$ cat config.mk
export PLATFORM = sky130hd
export DESIGN_NAME = spr_rom_sched
export DESIGN_NICKNAME = d
export VERILOG_FILES = /design/src/rtl/spr_rom_pkg.sv /design/src/rtl/spr_rom_sched_hitreg.sv /design/src/rtl/spr_rom_sched.sv
export SDC_FILE = /design/constraint.sdc
export NUM_CORES = 1
export LEC_CHECK = 0
export ABC_AREA = 1
export ABC_CLOCK_PERIOD_IN_PS = 5600
export BUFFER_PORTS_ARGS = -buffer_cell sky130_fd_sc_hd__buf_2
export CORE_ASPECT_RATIO = 1.25
export CORE_MARGIN = 5
export CORE_UTILIZATION = 50
export CTS_BUF_LIST = sky130_fd_sc_hd__clkbuf_4 sky130_fd_sc_hd__clkbuf_8 sky130_fd_sc_hd__clkbuf_16
export CTS_CLUSTER_DIAMETER = 120
export DETAILED_ROUTE_END_ITERATION = 10
export PLACE_DENSITY = 0.87
export SETUP_SLACK_MARGIN = 0.3
export SYNTH_ARGS = -nofsm -noshare
export SYNTH_HDL_FRONTEND = slang
export SYNTH_SLANG_ARGS = --single-unit
$ cat constraint.sdc
create_clock -name clk_main -period 5.6 [get_ports clk_main]
set_input_delay 0.28 -clock clk_main [delete_from_list [all_inputs] [get_ports clk_main]]
set_output_delay 0.28 -clock clk_main [all_outputs]
set_load 0.005 [all_outputs]
$ cat src/rtl/spr_rom_pkg.sv
// ---------------------------------------------------------------------------
// spr_rom_pkg
// Shared definitions for the sprite ROM scheduler: default address/data
// widths, the loader starvation bound, the overrun counter ceiling and the
// scheduler state encoding.
// ---------------------------------------------------------------------------
package spr_rom_pkg;

   localparam int         AW_DEF        = 19;
   localparam int         DW_DEF        = 32;
   localparam int         LD_STARVE_DEF = 4;
   localparam logic [7:0] OVR_MAX       = 8'hFF;

   typedef enum logic [1:0] {
      IDLE   = 2'd0,
      SPR_RD = 2'd1,
      LD_WR  = 2'd2
   } state_e;

endpackage

$ cat src/rtl/spr_rom_sched_hitreg.sv
// ---------------------------------------------------------------------------
// spr_rom_hitreg
// One-entry hit register for the sprite fetch path. Holds the last word read
// from the sprite ROM together with its full word address (tag) and a valid
// flag. A loader write to the tagged address invalidates the entry so the
// next fetch goes back to memory.
//
// Ports:
//   clk_i        clock, rising edge
//   rst_i        asynchronous active-high reset
//   load_i       capture load_tag_i/load_data_i and mark valid
//   load_tag_i   address of the word being loaded
//   load_data_i  word being loaded
//   inval_i      a loader write completed at inval_addr_i
//   inval_addr_i address written by the loader
//   cmp_addr_i   address to test for a hit
//   hit_o        entry valid and tag equals cmp_addr_i
//   data_o       stored word (held between loads)
// ---------------------------------------------------------------------------
module spr_rom_hitreg
   import spr_rom_pkg::*;
#(
   parameter int AW = AW_DEF,
   parameter int DW = DW_DEF
) (
   input  logic          clk_i,
   input  logic          rst_i,
   input  logic          load_i,
   input  logic [AW-1:0] load_tag_i,
   input  logic [DW-1:0] load_data_i,
   input  logic          inval_i,
   input  logic [AW-1:0] inval_addr_i,
   input  logic [AW-1:0] cmp_addr_i,
   output logic          hit_o,
   output logic [DW-1:0] data_o
);

   logic [AW-1:0] tag_q,   tag_d;
   logic [DW-1:0] data_q,  data_d;
   logic          valid_q, valid_d;

   // Load wins over invalidation; the two never coincide because loads come
   // from sprite reads and invalidations from loader writes.
   always_comb begin
      tag_d   = tag_q;
      data_d  = data_q;
      valid_d = valid_q;
      if (load_i) begin
         tag_d   = load_tag_i;
         data_d  = load_data_i;
         valid_d = 1'b1;
      end else if (inval_i && (inval_addr_i == tag_q)) begin
         valid_d = 1'b0;
      end
   end

   // Entry storage; reset leaves the entry invalid with zero data.
   always_ff @(posedge clk_i or posedge rst_i) begin
      if (rst_i) begin
         tag_q   <= '0;
         data_q  <= '0;
         valid_q <= 1'b0;
      end else begin
         tag_q   <= tag_d;
         data_q  <= data_d;
         valid_q <= valid_d;
      end
   end

   assign hit_o  = valid_q && (cmp_addr_i == tag_q);
   assign data_o = data_q;

endmodule

$ cat src/rtl/spr_rom_sched.sv
// ---------------------------------------------------------------------------
// spr_rom_sched
// Schedules every access to the sprite graphics ROM held in external SDRAM.
// One SDRAM client port is shared between the sprite fetch path and the boot
// ROM loader. A one-entry hit register answers repeated fetches of the same
// word without a memory cycle.
//
// Ports:
//   clk_main     system clock, rising edge
//   reset        asynchronous active-high reset
//   spr_strobe   one-cycle pulse, spr_addr holds a new fetch address
//   spr_addr     sprite word address
//   spr_data     last fetched word, held between fetches
//   spr_valid    one-cycle pulse when spr_data updates
//   ld_req       loader write request, held until ld_ack
//   ld_addr      loader word address
//   ld_data      loader write data
//   ld_ack       one-cycle pulse, loader write completed
//   mem_req      SDRAM request, held until mem_ack
//   mem_we       1 = write, 0 = read
//   mem_addr     SDRAM word address
//   mem_din      SDRAM write data
//   mem_dout     SDRAM read data, valid with mem_ack
//   mem_ack      one-cycle completion pulse
//   overrun_cnt  saturating count of sprite strobes lost while pending
// ---------------------------------------------------------------------------
module spr_rom_sched
   import spr_rom_pkg::*;
#(
   parameter int AW        = AW_DEF,
   parameter int DW        = DW_DEF,
   parameter int LD_STARVE = LD_STARVE_DEF
) (
   input  logic          clk_main,
   input  logic          reset,
   input  logic          spr_strobe,
   input  logic [AW-1:0] spr_addr,
   output logic [DW-1:0] spr_data,
   output logic          spr_valid,
   input  logic          ld_req,
   input  logic [AW-1:0] ld_addr,
   input  logic [DW-1:0] ld_data,
   output logic          ld_ack,
   output logic          mem_req,
   output logic          mem_we,
   output logic [AW-1:0] mem_addr,
   output logic [DW-1:0] mem_din,
   input  logic [DW-1:0] mem_dout,
   input  logic          mem_ack,
   output logic [7:0]    overrun_cnt
);

   localparam int SW = $clog2(LD_STARVE + 2);
   localparam logic [SW-1:0] STARVE_LIMIT = SW'(LD_STARVE);

   state_e        state_q,    state_d;
   logic          pend_q,     pend_d;
   logic [AW-1:0] pendAddr_q, pendAddr_d;
   logic          memReq_q,   memReq_d;
   logic          memWe_q,    memWe_d;
   logic [AW-1:0] memAddr_q,  memAddr_d;
   logic [DW-1:0] memDin_q,   memDin_d;
   logic          sprValid_q, sprValid_d;
   logic          ldAck_q,    ldAck_d;
   logic [SW-1:0] starve_q,   starve_d;
   logic [7:0]    overrun_q,  overrun_d;

   logic          curPend;
   logic [AW-1:0] curAddr;
   logic          ldReqEff;
   logic          sprWins;
   logic          hit;
   logic          hitLoad;
   logic          hitInval;

   // A strobe arriving in IDLE is acted on in the same cycle, so the fetch
   // request (or hit pulse) appears one cycle after the strobe rather than
   // two. The newest strobe always supersedes an older pending address.
   assign curPend = pend_q | spr_strobe;
   assign curAddr = spr_strobe ? spr_addr : pendAddr_q;

   // The loader keeps ld_req high through the ld_ack cycle; masking it there
   // stops the same write from being granted twice.
   assign ldReqEff = ld_req && !ldAck_q;

   spr_rom_hitreg #(
      .AW (AW),
      .DW (DW)
   ) u_hitreg (
      .clk_i        (clk_main),
      .rst_i        (reset),
      .load_i       (hitLoad),
      .load_tag_i   (memAddr_q),
      .load_data_i  (mem_dout),
      .inval_i      (hitInval),
      .inval_addr_i (memAddr_q),
      .cmp_addr_i   (curAddr),
      .hit_o        (hit),
      .data_o       (spr_data)
   );

   // Next-state logic: strobe capture and overrun counting happen in every
   // state; the case statement handles grants and memory completions. The
   // memory request fields are only rewritten on a grant, so they stay
   // stable for the whole time mem_req is high.
   always_comb begin
      state_d    = state_q;
      pend_d     = pend_q;
      pendAddr_d = pendAddr_q;
      memReq_d   = memReq_q;
      memWe_d    = memWe_q;
      memAddr_d  = memAddr_q;
      memDin_d   = memDin_q;
      sprValid_d = 1'b0;
      ldAck_d    = 1'b0;
      starve_d   = starve_q;
      overrun_d  = overrun_q;
      hitLoad    = 1'b0;
      hitInval   = 1'b0;
      sprWins    = 1'b0;

      if (spr_strobe) begin
         pend_d     = 1'b1;
         pendAddr_d = spr_addr;
         if (pend_q && !((state_q == SPR_RD) && (spr_addr == memAddr_q))
             && (overrun_q != OVR_MAX)) begin
            overrun_d = overrun_q + 8'd1;
         end
      end

      case (state_q)
         IDLE: begin
            sprWins = curPend && !(ldReqEff && (starve_q == STARVE_LIMIT));
            if (sprWins) begin
               pend_d = 1'b0;
               if (ldReqEff && (starve_q != STARVE_LIMIT)) begin
                  starve_d = starve_q + 1'b1;
               end
               if (hit) begin
                  sprValid_d = 1'b1;
               end else begin
                  state_d   = SPR_RD;
                  memReq_d  = 1'b1;
                  memWe_d   = 1'b0;
                  memAddr_d = curAddr;
               end
            end else if (ldReqEff) begin
               starve_d  = '0;
               state_d   = LD_WR;
               memReq_d  = 1'b1;
               memWe_d   = 1'b1;
               memAddr_d = ld_addr;
               memDin_d  = ld_data;
            end
         end
         SPR_RD: begin
            if (mem_ack) begin
               hitLoad    = 1'b1;
               sprValid_d = 1'b1;
               memReq_d   = 1'b0;
               state_d    = IDLE;
            end
         end
         LD_WR: begin
            if (mem_ack) begin
               hitInval = 1'b1;
               ldAck_d  = 1'b1;
               memReq_d = 1'b0;
               memWe_d  = 1'b0;
               state_d  = IDLE;
            end
         end
         default: begin
            state_d  = IDLE;
            memReq_d = 1'b0;
            memWe_d  = 1'b0;
         end
      endcase

      if (!ld_req) begin
         starve_d = '0;
      end
   end

   // State register; reset abandons any in-flight access immediately.
   always_ff @(posedge clk_main or posedge reset) begin
      if (reset) begin
         state_q    <= IDLE;
         pend_q     <= 1'b0;
         pendAddr_q <= '0;
         memReq_q   <= 1'b0;
         memWe_q    <= 1'b0;
         memAddr_q  <= '0;
         memDin_q   <= '0;
         sprValid_q <= 1'b0;
         ldAck_q    <= 1'b0;
         starve_q   <= '0;
         overrun_q  <= '0;
      end else begin
         state_q    <= state_d;
         pend_q     <= pend_d;
         pendAddr_q <= pendAddr_d;
         memReq_q   <= memReq_d;
         memWe_q    <= memWe_d;
         memAddr_q  <= memAddr_d;
         memDin_q   <= memDin_d;
         sprValid_q <= sprValid_d;
         ldAck_q    <= ldAck_d;
         starve_q   <= starve_d;
         overrun_q  <= overrun_d;
      end
   end

   assign spr_valid   = sprValid_q;
   assign ld_ack      = ldAck_q;
   assign mem_req     = memReq_q;
   assign mem_we      = memWe_q;
   assign mem_addr    = memAddr_q;
   assign mem_din     = memDin_q;
   assign overrun_cnt = overrun_q;

endmodule

## Word-level counts from Yosys, hierarchy flattened

Cells that the tools add are included.

- Register bits: 140
- Logic and storage cells: 90

- Reduce and logical (&&, ||, !) cells: 22
- $add $sub $neg: 2
- Eq/ne operators: 16
- Bitwise operators: 3
- Muxes and demuxes: 33

Operator list:

| operator | number |
|---|---|
| 19-bit 2-to-1 mux | 4 |
| 19-bit == test | 3 |
| 1-bit 2-to-1 mux | 16 |
| 3-bit 2-to-1 mux | 5 |
| 3-bit AND reduction | 4 |
| 1-bit logical AND | 9 |
| 3-bit inequality test, second input constant | 3 |
| 8-bit by 1-bit adder with 8-bit output, second input constant | 1 |
| 2-bit 2-to-1 mux | 4 |
| 8-bit inequality test, second input constant | 1 |
| 2-bit by 1-bit inequality test with 1-bit output, second input constant | 2 |
| 2-bit inequality test, second input constant | 2 |
| 1-bit case mux with 2 select lines | 2 |
| 2-bit case mux with 2 select lines | 1 |
| 4-bit AND reduction | 1 |
| 2-bit nonzero test | 2 |
| 3-bit by 1-bit adder with 3-bit output, second input constant | 1 |
| 3-bit == test, second input constant | 1 |
| 1-bit zero test | 3 |
| 3-bit by 1-bit inequality test with 1-bit output, second input constant | 1 |
| 3-bit by 2-bit inequality test with 1-bit output, second input constant | 1 |
| 1-bit case mux with 3 select lines | 1 |
| 2-bit by 1-bit == test with 1-bit output, second input constant | 1 |
| 2-bit == test, second input constant | 1 |
| 5 further kinds | 6 |

## Longest topological paths before layout

- Word-level depth: 8
- Depth in mapped cells: 16
- Depth with buffers taken out: 13

## Modules after synthesis

A second synthesis with hierarchy kept.

- Cell total of the unflattened synthesis: 764
- Area total of the unflattened synthesis: 6752.7 µm²

Modules (own cells, without submodules):

| module | area an instance (µm²) | seq. area each (µm²) | cells each | instances |
|---|---|---|---|---|
| spr_rom_sched | 4215.3 | 2202.1 | 414 | 1 |
| spr_rom_hitreg | 2537.4 | 1301.2 | 350 | 1 |

## Worst setup path after synthesis

Ideal clock, no wire load.

- Path kind: reg-to-reg
- Start: register state_q[0]
- End: register memDin_q[0] (netlist: mem_din[0])
- Stages on the path, launching flop included: 9
- Setup slack: 3.698 ns
- Arrival time: 1.777 ns
- Clock period less this slack: 1.902 ns
- Required time: 5.475 ns
- Path buffers: 1
- Path through: dfrtp_1 inv_1 ha_1 inv_1 or2_2 nor2_1 nand2_1 clkbuf_1 mux2_2

- Cells in the longest elaborated chain, start to end: 2

RTL lines:

| item | RTL line | text |
|---|---|---|
| start, declared | spr_rom_sched.sv:56 | `state_e state_q, state_d;` |
| start signal, assigned | spr_rom_sched.sv:200 | `state_q <= state_d;` |
| 2-bit zero test | spr_rom_sched.sv:131 | `case (state_q)` |
| 3-bit AND reduction (no line) | -- |  |
| end signal, assigned | spr_rom_sched.sv:206 | `memDin_q <= memDin_d;` |
| end, declared | spr_rom_sched.sv:62 | `logic [DW-1:0] memDin_q, memDin_d;` |

No other way between the ends.
A chain may end at the register's enable or synchronous reset.

## Worst setup path in the final report

- Start: register state_q[0]
- End: register memAddr_q[17] (netlist: mem_addr[17])

- Cells in the longest elaborated chain, start to end: 2

RTL lines:

| item | RTL line | text |
|---|---|---|
| 2-bit zero test | spr_rom_sched.sv:131 |  |
| 3-bit AND reduction (no line) | -- |  |
| end signal, assigned | spr_rom_sched.sv:205 | `memAddr_q <= memAddr_d;` |
| end, declared | spr_rom_sched.sv:61 | `logic [AW-1:0] memAddr_q, memAddr_d;` |

No other way between the ends.

==> metrics.md <==
| Metric | Value |
|---|---|
| Gates resized, CTS repair | `0` |
| Crit end category | `flop` |
| FF-to-FF Start | `state_q[0]` |
| Post-CTS Setup Repair Bufs | `0` |
| Core Area | `13200 µm²` |
| Final min period | `2390 ps` |
| Synthesis-to-finish area growth | `24.7%` |
| Crit-path max FO | `51` |
| Gr ovfl total | `0` |
| Outcome | `completed` |
| Post-synthesis simple-gate area fraction | `21.2%` |
| DR WL/cell | `17.1 µm` |
| Pwr dens | `538 nW/µm²` |
| Worst setup margin | `3210 ps` |
| R2R Setup Slk | `3210 ps` |
| Hold Vio Cnt, Final | `0` |
| Initial antenna violation count | `1` |
| Compound-Gate Fraction of Synth Area | `6.62%` |
| Max cap viols | `0` |
| Setup_tns | `0 ps` |
| DR vias/cell | `5.42` |
| HPWL Detailed | `13.6 mm` |
| Layout cell share with drive strength beyond 1 | `35.5%` |
| Inserted Clock Buffers | `17` |
| Die height | `139 µm` |
| Post-synthesis mux area share | `10.7%` |
| Fin crit share | `42.7%` |
| Yosys cell types | `35` |
| Static Leak | `4.37 nW` |
| Final Hold Slack | `12.1 ps` |
| Ys flop type | `dfrtp_1` |
| CP top delay family | `simple AND/OR/NAND/NOR gates` |
| Routability cong. | `0.943` |
| H-tree Lvls | `4` |
| Non-filler cells, final | `1096` |
| Total I/O pin count | `202` |
| Adder-cell share of the synthesized area | `1.12%` |
| Die ar. | `15800 µm²` |
| Sw power | `1.71 mW` |
| Clock skew | `9.11 ps` |
| Internal Power | `2.78 mW` |
| Crit-path cells | `inv_1 -> ha_1 -> inv_1 -> or2_2 -> nor2_1 -> nand2_2 -> buf_4 -> nand2_4 -> nand2_1 -> nand2_1` |
| Drt initial violations | `357` |
| Largest cells by area after synthesis | `dfrtp_1 52%, nand2_1 11%, mux2_2 11%, nand3_1 3.5%, inv_1 3.1%` |
| Site Rows | `47` |
| Clock Path Buffers | `2` |
| Worst Path Required | `5950 ps` |
| CP Launch Type | `flop` |
| GRT Total Usage | `24.2%` |
| Mean Syn Cell Area | `9.45 µm²` |
| Number of synthesized register bits | `140` |
| Largest net degree at the start of global routing | `86` |
| Xor/xnor share of the synthesized area | `2.48%` |
| Initial Utilization | `50.7%` |
| Die width | `114 µm` |
| VDD IR max | `0.377 mV` |
| Final WL | `18.7 mm` |
| IO Port Bufs | `201` |
| Max Slew Vio Count | `0` |
| Vias post-DR | `5941` |
| Post-synth ARST share | `100%` |
| RSZ-0062 raised after global routing | `false` |
| Final instance area | `8360 µm²` |
| Sequential-to-total area share from yosys stat | `52.2%` |
| Share of the synthesized area in the top cell type | `52.2%` |
| Fin nets | `1024` |
| Cells after Synth | `710` |
| Hold Path Class | `primary input to asynchronous set/reset pin` |
| Clk slew on worst S/H paths | `70 ps` |
| Place WS | `3000 ps` |
| Kind of critical path | `flop to flop` |
| R2R Path End | `mem_addr[17]` |
| Worst-skew pair later-pin latency | `420 ps` |
| Area leader, netlist | `dfrtp_1` |
| Final Setup Violations | `0` |
| CTS tree | `built` |
| First-pass GRT wire length | `30.4 mm` |
| R2R depth | `10` |
| CP arrival | `2740 ps` |
| Max transition margin | `47.2%` |
| WP buf/inv | `3` |
| Syn Std Cell Area | `6710 µm²` |
| Logic pwr share | `37.3%` |
| Fmax | `418 MHz` |
| Largest family of logic cells by synthesized area | `simple AND/OR/NAND/NOR gates` |
| Final Power | `4.49 mW` |
| ANT nets after route | `0` |
| Post-route core utilization | `63.2%` |
| Warnings from Yosys | `0` |
| Max incr delay on CP | `390 ps` |
| Vias in the first global route | `6258` |
| Root Buffer | `clkbuf_16` |
| DRC | `0` |
| Syn Nets | `823` |
| Worst path slowest cell | `dfrtp_1` |
| Worst Max-Slew Pin Slew | `792 ps` |
| Dpl cells | `1063` |
| DP Area | `7810 µm²` |
| Post-synth EDFFs | `0` |
| Clk sinks | `140` |
| Drt pass-1 iters | `6` |
| Clock power share | `23.5%` |
| CTS Hold Bufs | `0` |
| Switching fraction of total power | `38.1%` |
| Seq pwr share | `39.2%` |
[layout make-up]
| class | instances | area (µm²) |
|---|---|---|
| fill | 1092 | 4870 |
| sequential | 140 | 3500 |
| multi-input combinational | 491 | 2830 |
| timing repair buffer | 205 | 1040 |
| clock buffer | 17 | 425 |
| inverter | 56 | 220 |
| tap | 171 | 214 |
| clock inverter | 15 | 128 |
| antenna | 1 | 2.50 |
[state kept, by name, indices dropped and copies added (netlist names)]
signal	flops
ld_ack	1
mem_addr	19
mem_din	32
mem_req	1
mem_we	1
overrun_cnt	8
pendAddr_q	19
pend_q	1
spr_valid	1
starve_q	3
state_q	2
u_hitreg.data_o	32
u_hitreg.tag_q	19
u_hitreg.valid_q	1
[cells by family (layout without fill, tap and decap cells)]
family	count (synthesis)	count (layout)
and+or+nand+nor	325	325
DFF	140	140
buffers and inverters	79	293
AOI/OAI and AO/OA	77	77
muxes	64	64
xor gates and xnor gates	19	19
adders and majority gates	6	6
other	0	1
[how the worst max path moves through the flow]
stage / from / to / slack (ps) / cells after the start
after floorplan: reset / ld_ack / 1570 / 1
after global placement: spr_strobe / mem_addr[9] / 3100 / 14
after detailed placement: spr_strobe / mem_addr[17] / 3000 / 14
after CTS: state_q[0] / mem_addr[17] / 3220 / 10
after global routing: state_q[0] / mem_addr[15] / 3040 / 10
final: state_q[0] / mem_addr[17] / 3210 / 10
[metal layers]
metal  up-vias  GRT usage, %  routed length [µm]
li1       2742             -                   -
met5         -             0                   0
met4         0          12.1                 761
met2       294          40.9                9530
met1      2840          27.4                6780
met3        65          7.47                1620
[power by group through the flow]
stage,sequential (mW),clock [mW],combinational [mW]
after floorplan,1.74,0,1.02
after global placement,1.74,0,1.61
after detailed placement,1.77,0,1.67
after CTS,1.76,1.07,1.69
after global routing,1.82,1.12,1.87
final,1.76,1.06,1.68
[Yosys cell counts, types with 2 or more instances]
| cell | number |
|---|---|
| a21oi_1 | 12 |
| a31oi_1 | 16 |
| and2_1 | 2 |
| buf_2 | 5 |
| buf_6 | 4 |
| buf_8 | 2 |
| clkbuf_1 | 11 |
| dfrtp_1 | 140 |
| ha_1 | 6 |
| inv_1 | 55 |
| mux2_2 | 64 |
| nand2_1 | 196 |
| nand2_2 | 7 |
| nand2_4 | 8 |
| nand3_1 | 47 |
| nand3b_1 | 2 |
| nand4_1 | 11 |
| nor2_1 | 43 |
| nor2_2 | 2 |
| nor4_1 | 3 |
| o211ai_1 | 2 |
| o21ai_0 | 29 |
| o21ai_1 | 2 |
| o21ai_2 | 3 |
| o22ai_1 | 10 |
| or2_2 | 2 |
| xnor2_1 | 12 |
| xor2_1 | 7 |
[layout by cell type (no fill, tap or decap), types with 3 or more instances in the layout]
cell type,n
nand4_1,11
mux2_2,64
nand2_4,8
nand2_1,194
nor4_1,3
o22ai_1,10
xnor2_1,12
inv_6,9
clkbuf_16,17
a21oi_1,12
nand2_2,9
o21ai_2,3
dfrtp_1,140
buf_2,201
buf_4,4
nor2_1,43
xor2_1,7
o21ai_0,29
a31oi_1,16
clkinvlp_4,5
inv_1,54
nand3_1,47
ha_1,6
[worst register-to-register path, stage by stage (launching register included)]
cell and delay (ps):
dfrtp_1 390, inv_1 100, ha_1 240, inv_1 90, or2_2 290, nor2_1 220, nand2_2 120, buf_4 360
nand2_4 340, nand2_1 100, nand2_1 80
(Power assumes the default switching activity.)
